<file path="src/rtl/cnn_layer_seq_if.sv">
// Bundle of control, handshake and stage-enable signals between the CNN
// layer sequencer and its environment (AXI input side and datapath blocks).
//
// Handshake rule for both streams: a beat transfers on a rising clk edge
// where valid and ready are both high. The source holds valid and its beat
// until that edge, and ready never depends combinationally on valid.
//
// dbg_state exposes the sequencer state code so that checkers can observe it.
interface cnn_layer_seq_if #(
    parameter int MAX_FILTERS = 32,
    parameter int ELEM_W      = 6,
    parameter int FW          = $clog2(MAX_FILTERS + 1)
);
    // layer control
    logic                   start_i;
    logic                   abort_i;
    logic [2:0]             op_mode_i;
    logic [FW-1:0]          num_filters_i;
    logic [ELEM_W-1:0]      filter_elems_i;

    // weight and image streams
    logic                   w_valid_i;
    logic                   w_ready_o;
    logic                   img_valid_i;
    logic                   img_ready_o;

    // datapath stage finish handshakes
    logic                   pu_finish_i;
    logic                   conv_finish_i;
    logic                   pool_finish_i;
    logic                   fc_finish_i;

    // sequencer outputs
    logic [MAX_FILTERS-1:0] weight_en_o;
    logic                   pu_en_o;
    logic                   conv_en_o;
    logic                   pool_en_o;
    logic                   fc_en_o;
    logic                   busy_o;
    logic                   done_o;
    logic                   err_o;
    logic [2:0]             dbg_state;

    // environment side: drives control, stream valids and finishes
    modport master (
        output start_i, abort_i, op_mode_i, num_filters_i, filter_elems_i,
        output w_valid_i, img_valid_i,
        output pu_finish_i, conv_finish_i, pool_finish_i, fc_finish_i,
        input  w_ready_o, img_ready_o, weight_en_o,
        input  pu_en_o, conv_en_o, pool_en_o, fc_en_o,
        input  busy_o, done_o, err_o, dbg_state
    );

    // sequencer side
    modport slave (
        input  start_i, abort_i, op_mode_i, num_filters_i, filter_elems_i,
        input  w_valid_i, img_valid_i,
        input  pu_finish_i, conv_finish_i, pool_finish_i, fc_finish_i,
        output w_ready_o, img_ready_o, weight_en_o,
        output pu_en_o, conv_en_o, pool_en_o, fc_en_o,
        output busy_o, done_o, err_o, dbg_state
    );
endinterface

</file>
<file path="src/rtl/cnn_layer_seq.sv">
// CNN layer sequencer. Loads a configurable number of filters into one-hot
// selected weight buffers, pre-buffers a fixed number of image beats, then
// walks conv, optional pooling and optional FC stages driven by the finish
// handshakes of the datapath blocks. All outputs except weight_en_o are
// registered decodes of the state being entered, so they line up exactly
// with the state register.
module cnn_layer_seq #(
    parameter int MAX_FILTERS    = 32,
    parameter int ELEM_W         = 6,
    parameter int ELEMS_PER_BEAT = 2,
    parameter int IMG_PRELOAD    = 68,
    parameter int FW             = $clog2(MAX_FILTERS + 1)
) (
    input logic           clk,
    input logic           nrst,
    cnn_layer_seq_if.slave bus
);

    // element counter is one bit wider than the element count so the sum of
    // a partial count and a full beat can never wrap
    localparam int NW = ELEM_W + 1;
    localparam int PW = $clog2(IMG_PRELOAD + 1);

    localparam logic [2:0] MODE_CONV      = 3'b001;
    localparam logic [2:0] MODE_CONV_POOL = 3'b010;
    localparam logic [2:0] MODE_FC        = 3'b011;
    localparam logic [2:0] MODE_FULL      = 3'b110;

    typedef enum logic [2:0] {
        S_IDLE    = 3'd0,
        S_LOAD_W  = 3'd1,
        S_PRELOAD = 3'd2,
        S_CONV    = 3'd3,
        S_POOL    = 3'd4,
        S_FC      = 3'd5,
        S_DONE    = 3'd6
    } state_t;

    state_t            state, state_nxt;

    // configuration captured at start
    logic [2:0]        mode_r;
    logic [FW-1:0]     nf_r;
    logic [ELEM_W-1:0] ne_r;
    logic              latch_cfg;

    // progress counters
    logic [FW-1:0]     f_cnt, f_nxt;
    logic [NW-1:0]     n_cnt, n_nxt;
    logic [PW-1:0]     img_cnt, img_nxt;
    logic              pu_done, pu_done_nxt;
    logic              err_nxt;

    // registered outputs
    logic              w_ready_r;
    logic              img_ready_r;
    logic              pu_en_r;
    logic              conv_en_r;
    logic              pool_en_r;
    logic              fc_en_r;
    logic              busy_r;
    logic              done_r;
    logic              err_r;

    // weight beat arithmetic
    logic [NW-1:0]     rem_elems;
    logic [NW-1:0]     beat_inc;
    logic [NW-1:0]     n_sum;
    logic              filter_full;
    logic              last_filter;

    // configuration check on the live inputs
    logic              mode_known;
    logic              conv_mode;
    logic              cfg_bad;

    // a beat carries up to ELEMS_PER_BEAT elements; the last beat of a filter
    // only carries what is left, so odd counts waste its tail slot
    always_comb begin
        rem_elems   = {1'b0, ne_r} - n_cnt;
        beat_inc    = (rem_elems > NW'(ELEMS_PER_BEAT)) ? NW'(ELEMS_PER_BEAT) : rem_elems;
        n_sum       = n_cnt + beat_inc;
        filter_full = (n_sum == {1'b0, ne_r});
        last_filter = ((f_cnt + FW'(1)) == nf_r);
    end

    // reject unknown modes, empty or oversized filter sets, and empty filters
    // in any mode that loads weights
    always_comb begin
        mode_known = (bus.op_mode_i == MODE_CONV)      ||
                     (bus.op_mode_i == MODE_CONV_POOL) ||
                     (bus.op_mode_i == MODE_FC)        ||
                     (bus.op_mode_i == MODE_FULL);
        conv_mode  = (bus.op_mode_i != MODE_FC);
        cfg_bad    = !mode_known ||
                     (bus.num_filters_i == '0) ||
                     (bus.num_filters_i > FW'(MAX_FILTERS)) ||
                     (conv_mode && (bus.filter_elems_i == '0));
    end

    // next state and counter updates; abort overrides everything, including
    // a start in the same cycle
    always_comb begin
        state_nxt   = state;
        f_nxt       = f_cnt;
        n_nxt       = n_cnt;
        img_nxt     = img_cnt;
        pu_done_nxt = pu_done;
        err_nxt     = 1'b0;
        latch_cfg   = 1'b0;

        if (bus.abort_i) begin
            state_nxt   = S_IDLE;
            f_nxt       = '0;
            n_nxt       = '0;
            img_nxt     = '0;
            pu_done_nxt = 1'b0;
        end else begin
            case (state)
                S_IDLE: begin
                    if (bus.start_i) begin
                        if (cfg_bad) begin
                            err_nxt = 1'b1;
                        end else begin
                            latch_cfg   = 1'b1;
                            f_nxt       = '0;
                            n_nxt       = '0;
                            img_nxt     = '0;
                            pu_done_nxt = 1'b0;
                            state_nxt   = (bus.op_mode_i == MODE_FC) ? S_FC : S_LOAD_W;
                        end
                    end
                end

                S_LOAD_W: begin
                    if (bus.w_valid_i && w_ready_r) begin
                        if (filter_full) begin
                            n_nxt = '0;
                            f_nxt = f_cnt + FW'(1);
                            if (last_filter) begin
                                state_nxt = S_PRELOAD;
                            end
                        end else begin
                            n_nxt = n_sum;
                        end
                    end
                end

                S_PRELOAD: begin
                    if (bus.img_valid_i && img_ready_r) begin
                        if (img_cnt == PW'(IMG_PRELOAD - 1)) begin
                            img_nxt   = '0;
                            state_nxt = S_CONV;
                        end else begin
                            img_nxt = img_cnt + PW'(1);
                        end
                    end
                end

                S_CONV: begin
                    // both finishes may land together; each is honoured
                    if (bus.pu_finish_i) begin
                        pu_done_nxt = 1'b1;
                    end
                    if (bus.conv_finish_i) begin
                        state_nxt = (mode_r == MODE_CONV) ? S_DONE : S_POOL;
                    end
                end

                S_POOL: begin
                    if (bus.pool_finish_i) begin
                        state_nxt = (mode_r == MODE_FULL) ? S_FC : S_DONE;
                    end
                end

                S_FC: begin
                    if (bus.fc_finish_i) begin
                        state_nxt = S_DONE;
                    end
                end

                S_DONE: begin
                    f_nxt       = '0;
                    n_nxt       = '0;
                    img_nxt     = '0;
                    pu_done_nxt = 1'b0;
                    state_nxt   = S_IDLE;
                end

                default: begin
                    state_nxt = S_IDLE;
                end
            endcase
        end
    end

    // state, counters, captured configuration and outputs decoded from the
    // state being entered
    always_ff @(posedge clk or negedge nrst) begin
        if (!nrst) begin
            state       <= S_IDLE;
            mode_r      <= '0;
            nf_r        <= '0;
            ne_r        <= '0;
            f_cnt       <= '0;
            n_cnt       <= '0;
            img_cnt     <= '0;
            pu_done     <= 1'b0;
            w_ready_r   <= 1'b0;
            img_ready_r <= 1'b0;
            pu_en_r     <= 1'b0;
            conv_en_r   <= 1'b0;
            pool_en_r   <= 1'b0;
            fc_en_r     <= 1'b0;
            busy_r      <= 1'b0;
            done_r      <= 1'b0;
            err_r       <= 1'b0;
        end else begin
            state   <= state_nxt;
            f_cnt   <= f_nxt;
            n_cnt   <= n_nxt;
            img_cnt <= img_nxt;
            pu_done <= pu_done_nxt;
            if (latch_cfg) begin
                mode_r <= bus.op_mode_i;
                nf_r   <= bus.num_filters_i;
                ne_r   <= bus.filter_elems_i;
            end
            w_ready_r   <= (state_nxt == S_LOAD_W);
            img_ready_r <= (state_nxt == S_PRELOAD) || (state_nxt == S_CONV);
            pu_en_r     <= (state_nxt == S_PRELOAD) ||
                           ((state_nxt == S_CONV) && !pu_done_nxt);
            conv_en_r   <= (state_nxt == S_CONV);
            pool_en_r   <= (state_nxt == S_POOL);
            fc_en_r     <= (state_nxt == S_FC);
            busy_r      <= (state_nxt != S_IDLE);
            done_r      <= (state_nxt == S_DONE);
            err_r       <= err_nxt;
        end
    end

    // weight buffer select follows the live valid so a stalled beat writes
    // nothing; it is gated by ready so only LOAD_W can write
    assign bus.weight_en_o = (MAX_FILTERS'(1) << f_cnt) &
                             {MAX_FILTERS{bus.w_valid_i & w_ready_r}};

    assign bus.w_ready_o   = w_ready_r;
    assign bus.img_ready_o = img_ready_r;
    assign bus.pu_en_o     = pu_en_r;
    assign bus.conv_en_o   = conv_en_r;
    assign bus.pool_en_o   = pool_en_r;
    assign bus.fc_en_o     = fc_en_r;
    assign bus.busy_o      = busy_r;
    assign bus.done_o      = done_r;
    assign bus.err_o       = err_r;
    assign bus.dbg_state   = state;

endmodule

</file>
<file path="src/flat_wrapper.sv">
// flat-port wrapper written by rule: the top's interface ports become plain ports
module cnn_layer_seq_flat 
#(
    parameter int MAX_FILTERS    = 32,
    parameter int ELEM_W         = 6,
    parameter int ELEMS_PER_BEAT = 2,
    parameter int IMG_PRELOAD    = 68,
    parameter int FW             = $clog2(MAX_FILTERS + 1)
)
  (clk, nrst, bus_start_i, bus_abort_i, bus_op_mode_i, bus_num_filters_i, bus_filter_elems_i, bus_w_valid_i, bus_img_valid_i, bus_pu_finish_i, bus_conv_finish_i, bus_pool_finish_i, bus_fc_finish_i, bus_w_ready_o, bus_img_ready_o, bus_weight_en_o, bus_pu_en_o, bus_conv_en_o, bus_pool_en_o, bus_fc_en_o, bus_busy_o, bus_done_o, bus_err_o, bus_dbg_state);
  cnn_layer_seq_if #(.MAX_FILTERS(MAX_FILTERS), .ELEM_W(ELEM_W), .FW(FW)) bus_i ();
  input logic clk;
  input logic nrst;
  input wire logic [$bits(bus_i.start_i)-1:0] bus_start_i;
  input wire logic [$bits(bus_i.abort_i)-1:0] bus_abort_i;
  input wire logic [$bits(bus_i.op_mode_i)-1:0] bus_op_mode_i;
  input wire logic [$bits(bus_i.num_filters_i)-1:0] bus_num_filters_i;
  input wire logic [$bits(bus_i.filter_elems_i)-1:0] bus_filter_elems_i;
  input wire logic [$bits(bus_i.w_valid_i)-1:0] bus_w_valid_i;
  input wire logic [$bits(bus_i.img_valid_i)-1:0] bus_img_valid_i;
  input wire logic [$bits(bus_i.pu_finish_i)-1:0] bus_pu_finish_i;
  input wire logic [$bits(bus_i.conv_finish_i)-1:0] bus_conv_finish_i;
  input wire logic [$bits(bus_i.pool_finish_i)-1:0] bus_pool_finish_i;
  input wire logic [$bits(bus_i.fc_finish_i)-1:0] bus_fc_finish_i;
  output wire logic [$bits(bus_i.w_ready_o)-1:0] bus_w_ready_o;
  output wire logic [$bits(bus_i.img_ready_o)-1:0] bus_img_ready_o;
  output wire logic [$bits(bus_i.weight_en_o)-1:0] bus_weight_en_o;
  output wire logic [$bits(bus_i.pu_en_o)-1:0] bus_pu_en_o;
  output wire logic [$bits(bus_i.conv_en_o)-1:0] bus_conv_en_o;
  output wire logic [$bits(bus_i.pool_en_o)-1:0] bus_pool_en_o;
  output wire logic [$bits(bus_i.fc_en_o)-1:0] bus_fc_en_o;
  output wire logic [$bits(bus_i.busy_o)-1:0] bus_busy_o;
  output wire logic [$bits(bus_i.done_o)-1:0] bus_done_o;
  output wire logic [$bits(bus_i.err_o)-1:0] bus_err_o;
  output wire logic [$bits(bus_i.dbg_state)-1:0] bus_dbg_state;
  assign bus_i.start_i = bus_start_i;
  assign bus_i.abort_i = bus_abort_i;
  assign bus_i.op_mode_i = bus_op_mode_i;
  assign bus_i.num_filters_i = bus_num_filters_i;
  assign bus_i.filter_elems_i = bus_filter_elems_i;
  assign bus_i.w_valid_i = bus_w_valid_i;
  assign bus_i.img_valid_i = bus_img_valid_i;
  assign bus_i.pu_finish_i = bus_pu_finish_i;
  assign bus_i.conv_finish_i = bus_conv_finish_i;
  assign bus_i.pool_finish_i = bus_pool_finish_i;
  assign bus_i.fc_finish_i = bus_fc_finish_i;
  assign bus_w_ready_o = bus_i.w_ready_o;
  assign bus_img_ready_o = bus_i.img_ready_o;
  assign bus_weight_en_o = bus_i.weight_en_o;
  assign bus_pu_en_o = bus_i.pu_en_o;
  assign bus_conv_en_o = bus_i.conv_en_o;
  assign bus_pool_en_o = bus_i.pool_en_o;
  assign bus_fc_en_o = bus_i.fc_en_o;
  assign bus_busy_o = bus_i.busy_o;
  assign bus_done_o = bus_i.done_o;
  assign bus_err_o = bus_i.err_o;
  assign bus_dbg_state = bus_i.dbg_state;
  cnn_layer_seq #(.MAX_FILTERS(MAX_FILTERS), .ELEM_W(ELEM_W), .ELEMS_PER_BEAT(ELEMS_PER_BEAT), .IMG_PRELOAD(IMG_PRELOAD), .FW(FW)) u_core (.clk(clk), .nrst(nrst), .bus(bus_i));
endmodule
</file>
<file path="config.mk">
export PLATFORM = sky130hd
export DESIGN_NAME = cnn_layer_seq_flat
export DESIGN_NICKNAME = d
export VERILOG_FILES = /design/src/rtl/cnn_layer_seq_if.sv /design/src/rtl/cnn_layer_seq.sv /design/src/flat_wrapper.sv
export SDC_FILE = /design/constraint.sdc
export NUM_CORES = 1
export LEC_CHECK = 0
export BUFFER_PORTS_ARGS = -buffer_cell sky130_fd_sc_hd__buf_2
export CAP_MARGIN = 20
export CORE_UTILIZATION = 60
export CTS_BUF_LIST = sky130_fd_sc_hd__clkbuf_8
export DETAILED_ROUTE_END_ITERATION = 12
export MAX_ROUTING_LAYER = met4
export PLACE_DENSITY_LB_ADDON = 0.2
export SLEW_MARGIN = 10
export SYNTH_ARGS = -nofsm -noshare
export SYNTH_HDL_FRONTEND = slang
export SYNTH_SLANG_ARGS = --single-unit
</file>
<file path="constraint.sdc">
create_clock -name clk -period 9.9 [get_ports clk]
set_input_delay 0.99 -clock clk [delete_from_list [all_inputs] [get_ports clk]]
set_output_delay 0.99 -clock clk [all_outputs]
set_load 0.1 [all_outputs]
</file>
==> impl_results.md <==
* Ports at 69
* Placer Congestion at around 0.88
* Layout cells sized above 1 at a little under a quarter
* Max-Cap Viols at 0
* Drt wl/cell at 14.53 um
* Slew @ Worst Pin at 0.7932 ns
* Syn avg cell area at around 9 sq um
* Initial core utilization at roughly 63%
* Buf/Inv on CP at 2
* Hpwl dp at 5622 um
* Top cells by area in the synthesized netlist: dfrtp_1 36%, ha_1 7.2%, nor2_1 6.1%
* Synth area leader: dfrtp_1
* RSZ-0062 raised after global routing: false
* Setup Skew at approximately 0.011 ns
* Total GRT Usage at 28.33%
* Setup CP Type: reg -> reg
* CP required at 10.14 ns
* Post-route setup TNS at 0 ns
* Yosys warns at 0
* Total clock sinks at 48
* Crit Path Max Fanout at 11
* Worst setup EP type: flip-flop
* Mapped Area at 3298 sq um
* Num CTS Buffers at 5
* First-pass GRT wire length at 12,990 um
* Ordered list of cells on the worst path: inv_1 > ha_1 > inv_1 > fa_1 > a21o_1 > a21oi_1 > o21ai_0 > a21oi_1 > xnor2_1 > o21ai_0 > or4_1 > fa_1 > xor2_1 > a211oi_1 > o311ai_0 > nor4_2 > nand2_1 > or4_1 > nand3_1
* Pre-CTS WS at between 4 and 5 ns
* Status: finished, final reports clean
* Tmin final at 5.180 ns
* GRT busiest layer: met2
* Setup violators final at 0
* Cells after synthesis at 369
* Post-synth EDFFs at 0
* DRC violations left at 0
* Synth top area share at a little over a third
* Slowest-stage cell, CP: or4_1
* Clk_lat worst skew at approximately 0.30 ns
* CORE AREA at roughly 5200 sq um
* Total Power at roughly 500 uW
* Fraction of the yosys area taken by sequential cells at ~36%
* WL final at between 7000 and 8000 um
* Drt initial violations at about 180
* Final slew viol count at 0
* H-tree levels at 2
* Via/cell ratio at 5.772
* WP data arrival at around 5.4 ns
* Global route total overflow at 0
* Post-route insts no fill at roughly 510
* Initial antenna violation count at 0
* FILL cells at 411
* Dpl cells at 499
* P_leak at between 1.5 and 2 nW
* Clock buffer depth at 2
* Crit path launch type: flip-flop
* Area Growth Syn to Fin at 15.21%
* Fin Hold WS at between 0.5 and 0.6 ns
* # rows at 26
* Die area at just under 6000 sq um
* Hold-fix buffers, CTS at 0
* Achievable Freq at just under 200 MHz
* Met1 usage at between 30 and 40%
* Worst hold path class: reg -> reg
* Met3 usage at between 3 and 4%
* Vias post-DR at 2,932
* Largest net degree at the start of global routing at slightly below 50
* Delay-heaviest family, CP: simple AND/OR/NAND/NOR gates
* Fin. Hold Viols at 0
* Synth async-reset ratio at between 90% and 100%
* Die height at 76.14 um
* Fin nets at approximately 480
* TritonCTS clock tree: built
* Post-CTS Resized at 0
* Port Buf Inserts at 68
* Vias in the first global route at 2,870
* DRT antenna net count at 0
* Max incr delay on CP at 0.59 ns
* VDD IR max at 0.00007736 V
* GR Layer Usage met2 at between 40% and 50%
* Diode count at 0
* Pre-antenna DRT Iters at 4
* Clock root buffer: clkbuf_8
* Post-CTS Setup Bufs at 0
* Part of the cycle the worst path needs at between 50% and 60%
* Reg-to-reg slack, setup at about 4.7 ns
* Die W at 76.14 um
* Worst slew margin at between 40% and 50%
* Yosys cell types at 62
* Pwr Density at roughly 130 nW/um^2
* Synth Register Bits at 48
* Final setup margin at 4.720 ns
* Top FF cell, synth: dfrtp_1
* Clk pin slew, worst setup/hold paths at 0.09 ns
==> stage by stage <==
step                area [sq um]  util [%]
global placement            3686     70.82
floorplan                   3309         -
finish                      3800     73.00
global route                3800     73.00
CTS                         3780     72.62
detailed placement          3686     70.82
==> synth_stat cells (2+ instances only) <==
master and n:
and3_1 4, o2111ai_1 2, a21oi_1 10, a21boi_0 4, a211oi_1 3, nor3_1 3
nor4_1 5, nand2_1 29, clkbuf_1 7, and2_1 3, o21ai_0 22, nand3b_1 3
or4_1 4, buf_2 2, mux2_2 13, nand3_1 16, fa_1 2, nand2b_1 8
buf_4 2, nor3b_1 5, o31ai_1 3, ha_1 19, or3_1 3, xor2_1 7
inv_1 24, o211ai_1 3, nor2b_1 7, o311a_1 3, a21o_1 7, nor2_1 54
dfrtp_1 48, xnor2_1 8, a22o_1 7
==> cells by family (layout without fill, tap and decap cells) <==
| kind of cell | count (synthesis) | in the layout | share of synthesized area [%] |
|---|---|---|---|
| and+or+nand+nor | 153 | 153 | 23.22 |
| AOI/OAI and AO/OA | 80 | 80 | 17.41 |
| DFF | 48 | 48 | 36.42 |
| buffers and inverters | 35 | 101 | 4.287 |
| adders and majority gates | 21 | 21 | 8.422 |
| xor gates and xnor gates | 17 | 17 | 5.387 |
| muxes | 14 | 14 | 4.742 |
| other | 1 | 4 | 0.1137 |
==> state kept, by name (all words and copies together), names as in the netlist, 3 cells and up <==
name                  flops
u_core.bus.dbg_state      3
u_core.f_cnt              6
u_core.img_cnt            7
u_core.mode_r             3
u_core.n_cnt              7
u_core.ne_r               6
u_core.nf_r               6
==> worst register-to-register path: cells and delay by family (launching register included) <==
kind | cells | cell delay [ns]
xor gates and xnor gates | 2 | 0.32
and+or+nand+nor | 5 | 1.99
AOI/OAI and AO/OA | 7 | 1.16
DFF | 1 | 0.39
adders and majority gates | 3 | 1.16
buffers and inverters | 2 | 0.14
==> worst paths after layout <==
kind | startpoint | to | cells past startpoint
max | u_core.ne_r[0] | u_core.f_cnt[4] | 19
min | u_core.img_cnt[6] | u_core.img_cnt[6] | 1
max reg2reg | u_core.ne_r[0] | u_core.f_cnt[4] | 19
min reg2reg | u_core.img_cnt[6] | u_core.img_cnt[6] | 1
max in group asynchronous | nrst | u_core.n_cnt[1] | 2
min in group asynchronous | nrst | u_core.img_cnt[0] | 1
==> cells in the final DEF, fill, tap and decap left out, types with 8 or more instances in the layout <==
cell type / instances
buf_2: 68
nor2_1: 54
dfrtp_1: 48
nand2_1: 29
inv_1: 25
o21ai_0: 22
ha_1: 19
nand3_1: 16
mux2_2: 13
a21oi_1: 10
xnor2_1: 8
nand2b_1: 8
==> power breakdown <==
group	switching (mW)	internal, mW
clock	0.0647	0.0558
sequential	0.0206	0.216
combinational	0.0765	0.0634
total	0.162	0.336
==> layout make-up <==
class	count	area [sq um]	share of cell area (%)
sequential	48	1201	31.61
inverter	24	90.09	2.371
timing repair buffer	69	360.3	9.483
multi-input combinational	289	1967	51.76
clock inverter	2	11.26	0.2963
clock buffer	6	82.58	2.173
tap	70	87.58	2.305
==> metal layers <==
layer	vias to the layer above	share of wire [%]
met4	0	1.2
met1	1409	46
met5	-	0
met2	80	48
met3	9	4.0
li1	1434	-
(Power assumes the default switching activity.)
